[src/rtl/phys_reg_free_list.sv]
// Rename-stage free list of physical destination tags, with a single branch
// checkpoint that rolls back allocation on mispredict.
module phys_reg_free_list #(
    parameter int unsigned NUM_PREGS = 128,
    parameter int unsigned NUM_AREGS = 32,
    parameter int unsigned TAG_W     = 7
) (
    input  logic                 clk,
    input  logic                 reset,
    input  logic                 alloc_req,
    output logic                 alloc_valid,
    output logic [TAG_W-1:0]     alloc_preg,
    input  logic                 free_valid,
    input  logic [TAG_W-1:0]     free_preg,
    input  logic                 ckpt_save,
    input  logic                 ckpt_clear,
    input  logic                 mispredict,
    output logic                 ckpt_valid,
    output logic [NUM_PREGS-1:0] ckpt_mask,
    output logic [7:0]           free_count,
    output logic                 empty,
    output logic                 overflow_err
);

    localparam int unsigned DEPTH = NUM_PREGS - NUM_AREGS;
    localparam int unsigned CNT_W = 8;
    localparam logic [TAG_W-1:0] LAST_IDX = TAG_W'(DEPTH - 1);
    localparam logic [CNT_W-1:0] FULL_CNT = CNT_W'(DEPTH);

    logic [TAG_W-1:0]     entries [DEPTH];
    logic [TAG_W-1:0]     head, head_n;
    logic [TAG_W-1:0]     tail, tail_n;
    logic [TAG_W-1:0]     saved_head, saved_head_n;
    logic [CNT_W-1:0]     count, count_n;
    logic [CNT_W-1:0]     since_cnt, since_n;
    logic                 ckpt_valid_n;
    logic [NUM_PREGS-1:0] ckpt_mask_n;
    logic                 mask_hold, mask_hold_n;
    logic                 overflow_n;

    logic                 grant;
    logic                 rollback;
    logic [CNT_W-1:0]     count_eff;
    logic                 free_ok;
    logic                 free_full;
    logic [TAG_W-1:0]     head_inc;
    logic [TAG_W-1:0]     tail_inc;

    // Handshake is same-cycle: rename consumes alloc_preg when it is granted.
    assign alloc_valid = (count != '0) && !mispredict;
    assign alloc_preg  = entries[head];
    assign free_count  = count;

    always_comb begin
        grant     = alloc_req && alloc_valid;
        rollback  = mispredict && ckpt_valid;
        count_eff = count - CNT_W'(grant);
        free_ok   = free_valid && (free_preg != '0) && (count_eff < FULL_CNT);
        free_full = free_valid && (free_preg != '0) && (count_eff >= FULL_CNT);
        // Depth is not a power of two, so both pointers wrap explicitly.
        head_inc  = (head == LAST_IDX) ? '0 : head + TAG_W'(1);
        tail_inc  = (tail == LAST_IDX) ? '0 : tail + TAG_W'(1);
    end

    // Next-state for pointers, count and checkpoint.
    always_comb begin
        head_n       = head;
        tail_n       = tail;
        count_n      = count;
        saved_head_n = saved_head;
        since_n      = since_cnt;
        ckpt_valid_n = ckpt_valid;
        ckpt_mask_n  = mask_hold ? '0 : ckpt_mask;
        mask_hold_n  = 1'b0;
        overflow_n   = overflow_err | free_full;

        if (free_ok) begin
            tail_n = tail_inc;
        end

        if (rollback) begin
            // Tags handed out since the branch become free again; the mask
            // stays visible one more cycle for the register file.
            head_n       = saved_head;
            count_n      = count + since_cnt + CNT_W'(free_ok);
            ckpt_valid_n = 1'b0;
            since_n      = '0;
            ckpt_mask_n  = ckpt_mask;
            mask_hold_n  = 1'b1;
        end else begin
            if (grant) begin
                head_n = head_inc;
            end
            count_n = count_eff + CNT_W'(free_ok);

            if (mispredict) begin
                // No checkpoint to roll back to: only the grant is suppressed.
            end else if (ckpt_save) begin
                // Snapshot after this cycle's grant so the branch keeps its rd.
                saved_head_n = head_n;
                since_n      = '0;
                ckpt_mask_n  = '0;
                ckpt_valid_n = 1'b1;
            end else if (ckpt_clear) begin
                ckpt_valid_n = 1'b0;
                ckpt_mask_n  = '0;
            end else if (grant && ckpt_valid) begin
                ckpt_mask_n[alloc_preg] = 1'b1;
                since_n                 = since_cnt + CNT_W'(1);
            end
        end
    end

    always_ff @(posedge clk) begin
        if (!reset) begin
            head         <= '0;
            tail         <= '0;
            saved_head   <= '0;
            count        <= FULL_CNT;
            since_cnt    <= '0;
            ckpt_valid   <= 1'b0;
            ckpt_mask    <= '0;
            mask_hold    <= 1'b0;
            overflow_err <= 1'b0;
            empty        <= 1'b0;
        end else begin
            head         <= head_n;
            tail         <= tail_n;
            saved_head   <= saved_head_n;
            count        <= count_n;
            since_cnt    <= since_n;
            ckpt_valid   <= ckpt_valid_n;
            ckpt_mask    <= ckpt_mask_n;
            mask_hold    <= mask_hold_n;
            overflow_err <= overflow_n;
            empty        <= (count_n == '0);
        end
    end

    // Tag storage; reset maps every non-architectural tag into the list.
    always_ff @(posedge clk) begin
        if (!reset) begin
            for (int unsigned i = 0; i < DEPTH; i++) begin
                entries[i] <= TAG_W'(NUM_AREGS + i);
            end
        end else if (free_ok) begin
            entries[tail] <= free_preg;
        end
    end

endmodule
[config.mk]
export PLATFORM = sky130hd
export DESIGN_NAME = phys_reg_free_list
export DESIGN_NICKNAME = d
export VERILOG_FILES = /design/src/rtl/phys_reg_free_list.sv
export SDC_FILE = /design/constraint.sdc
export NUM_CORES = 2
export LEC_CHECK = 0
export BUFFER_PORTS_ARGS = -buffer_cell sky130_fd_sc_hd__buf_2
export CAP_MARGIN = 15
export CORE_UTILIZATION = 50
export CTS_BUF_LIST = sky130_fd_sc_hd__clkbuf_2
export DETAILED_ROUTE_END_ITERATION = 10
export PLACE_DENSITY_LB_ADDON = 0.08
export SYNTH_ARGS = -nofsm -noshare
export SYNTH_HDL_FRONTEND = slang
export SYNTH_SLANG_ARGS = --single-unit
[constraint.sdc]
create_clock -name clk -period 5.2 [get_ports clk]
set_input_delay 0 -clock clk [delete_from_list [all_inputs] [get_ports clk]]
set_output_delay 0 -clock clk [all_outputs]
set_load 0.005 [all_outputs]
==> impl_metrics.env <==
export IMPL_placed_area_mm2=0.04857
export IMPL_cts_buffer_depth=4
export IMPL_ys_seq_elements=1065
export IMPL_crit_path_frequent_cell="buf_4"
export IMPL_rsz0062_at_grt="no"
export IMPL_critPathMaxStageDelay_ns=0.58
export IMPL_holdCritPathClass="in -> reg"
export IMPL_overflow=0
export IMPL_fin_crit_ns=4.950
export IMPL_synth_xor_area_frac=0.004834
export IMPL_outcome="finished clean"
export IMPL_layout_drive_gt1_share=0.2790
export IMPL_ys_top_cells_by_count="896 x edfxtp_1, 559 x nand2_1, 434 x nor2_1, 188 x mux4_2"
export IMPL_path_class="reg -> out"
export IMPL_ys_seq_area_frac=0.6687
export IMPL_async_flop_share=0
export IMPL_worst_endpoint_required_ns=5.20
export IMPL_numPortBuffers=160
export IMPL_fill_cells=7433
export IMPL_drt_pass1_iterations=6
export IMPL_cp_arrival_ns=4.95
export IMPL_cp_end_kind="output port"
export IMPL_hold_viol=0
export IMPL_antenna_found_initial=4
export IMPL_grt_total_usage=0.3213
export IMPL_cts_tree="built"
export IMPL_synth_top_area_cell="edfxtp_1"
export IMPL_place_gp_congestion=0.9076
export IMPL_drtAntennaViolNets=0
export IMPL_grt_max_degree=95
export IMPL_dieHeight_um=303.0
export IMPL_root_buffer="clkbuf_2"
export IMPL_syn_avg_cell_area_um2=13.73
export IMPL_fin_setup_tns_ns=0
export IMPL_synth_most_common_cell="edfxtp_1"
export IMPL_syn_inst=3299
export IMPL_vias=31520
export IMPL_drt_iter0_drc=3875
export IMPL_finalWirelength_um=146000
export IMPL_grt_pass1_wl_um=210100
export IMPL_synth_top_family_by_area="multiplexers"
export IMPL_syn2layout_area_growth_pct=13.74
export IMPL_finalSetupViolCount=0
export IMPL_pin_count=161
export IMPL_cp_max_fo=17
export IMPL_relSlewSlack=0.1434
export IMPL_dp_hpwl_um=96350
export IMPL_cp_num_buf_inv=6
export IMPL_cts_made_buffers=290
export IMPL_fmax_mhz=202.0
export IMPL_nets=3829
export IMPL_ys_top_cells_by_area="edfxtp_1 59%, mux4_2 9.3%, dfxtp_1 7.5%"
export IMPL_critPathLaunchType="flop"
export IMPL_viasPerCell=6.111
export IMPL_synth_flop_cell="edfxtp_1"
export IMPL_tightestPinTransition_ns=1.282
export IMPL_chipWidth_um=303.0
export IMPL_dieArea_mm2=0.09179
export IMPL_area_sequential_mm2=0.03030
export IMPL_vdd_drop_max_v=0.0002052
export IMPL_h_tree_depth=5
export IMPL_rows=110
export IMPL_synth_edf_count=896
export IMPL_insertion_delay_ns=1.53
export IMPL_cts_sinks=1065
export IMPL_multi_input_area_mm2=0.01384
export IMPL_max_cap_violations=0
export IMPL_p_leak_nw=17.51
export IMPL_synth_compound_area_frac=0.06680
export IMPL_syn_cell_area_mm2=0.04529
export IMPL_clk_pin_slew_ns=0.11
export IMPL_cp_slowest_cell="dfxtp_4"
export IMPL_core_area_mm2=0.08987
export IMPL_synth_top_area_share=0.5940
export IMPL_muxShareOfSynthArea=0.1182
export IMPL_yosysWarnings=0
export IMPL_final_cell_area_mm2=0.05152
export IMPL_synthDistinctLibCells=81
export IMPL_critPathTopFamily="buffers and inverters"
export IMPL_yosys_area_share_adder=0.004475
export IMPL_routedWlPerCell_um=28.31
export IMPL_period_share=0.9519
export IMPL_start_util=0.5040
export IMPL_finalMaxSlewViolations=0
export IMPL_drc=0
export IMPL_crit_path_cell_trace="buf_12, buf_4, buf_4, buf_4, mux4_2, nand2_1, nand4_1, a21oi_1, a31o_4, inv_1, buf_2"
export IMPL_grt_pass1_vias=31540
export IMPL_clock_skew_ns=0.1848
export IMPL_syn_nets=3328
export IMPL_p_per_area_mw_per_mm2=328.0
export IMPL_synthSimpleGateAreaFrac=0.1087
## routing by layer
layer,global-route usage,wire (um),vias to the layer above
li1,-,-,13430
met1,0.4206,55160,15800
met2,0.4982,67740,1965
met3,0.09502,16910,329
met4,0.1427,6184,2
met5,0,13,-
## layout by cell type, fill, tap and decap left out, types with 45 or more instances in the layout
cell type / instances
o21ai_0: 147
nor2_1: 429
a22oi_1: 45
edfxtp_1: 896
a22o_1: 73
buf_4: 245
buf_2: 159
mux2i_1: 95
nand2_1: 558
mux4_2: 188
dfxtp_1: 163
clkbuf_2: 409
## flip-flops by register name, summed over array words and instances, names as in the netlist
name and cells:
ckpt_valid 1, mask_hold 1, saved_head 7, overflow_err 1, empty 1, entries 896, since_cnt 8, free_count 8
head 7, ckpt_mask 128, tail 7
## area by class of cell
cell class	count	share of cell area
inverters	19	0.001481
diodes	3	0.0001457
flip-flops and latches	1065	0.5882
well taps	1176	0.02856
repair buffers	464	0.06591
clock buffers	409	0.03973
multi-input cells	1960	0.2686
clock inverters	62	0.007359
## worst reg2reg max path, stage by stage (launching register included)
cell,delay [ns]
dfxtp_2,0.40
or4_1,0.55
nor2_1,0.12
nor2_1,0.07
nand2_2,0.15
inv_1,0.08
ha_1,0.24
ha_2,0.25
a21oi_1,0.13
and3_1,0.16
a311o_1,0.10
and2_1,0.13
nand2b_2,0.16
inv_4,0.09
fa_1,0.41
a21o_1,0.18
a21oi_1,0.24
o21bai_1,0.12
a21oi_1,0.18
xnor2_1,0.08
o21ai_1,0.18
nand2_1,0.08
dlygate4sd3_1,0.56
## power by group
group | switching [W] | internal (W) | total, W
clock | 0.00339 | 0.00233 | 0.00572
sequential | 0.000109 | 0.00943 | 0.00954
combinational | 0.00101 | 0.000619 | 0.00163
total | 0.00452 | 0.0124 | 0.0169
## per-stage QoR
stage / setup slack [ns] / utilization / hold slack, ns / power [W] / instances
after floorplan: 0.5127 / - / 0.09887 / 0.01063 / 3299
after global placement: 0.1288 / 0.5404 / 0.2968 / 0.01127 / 4635
after detailed placement: 0.1123 / 0.5404 / 0.2983 / 0.01129 / 4635
after CTS: 0.02673 / 0.5729 / 0.005573 / 0.01698 / 5155
after global routing: 0.02034 / 0.5732 / 0.09635 / 0.01757 / 5157
final: 0.2501 / 0.5732 / 0.2390 / 0.01690 / 5158
## what timing repair did
item                                    4_1_cts  5_1_grt
resized for setup                             0       12
pin swaps                                     2        2
hold buffers                                 45        0
endpoints found under the setup margin        2       89
setup buffers                                 4        0
hold endpoints to repair                   1900        0
## logic make-up (layout without fill, tap and decap cells)
family                   count (synthesis)  after routing
XOR/XNOR                                25             25
other                                    0              3
AO/OA/AOI/OAI                          447            447
flip-flops                            1065           1065
buffers and inverters                  274            954
AND/OR/NAND/NOR                       1175           1175
multiplexers                           298            298
adder cells (fa/ha/maj)                 15             15
## worst paths after layout
| check | slack (ns) | depth (start not counted) | end | start |
|---|---|---|---|---|
| max | 0.25 | 11 | alloc_preg[4] | head[0] |
| min reg2reg | 0.45 | 2 | ckpt_mask[10] | ckpt_mask[10] |
| max reg2reg | 0.42 | 22 | free_count[5] | free_count[4] |
| min | 0.24 | 4 | entries[113][1] | free_preg[1] |
Note: power is estimated with default switching activity, not from simulation.
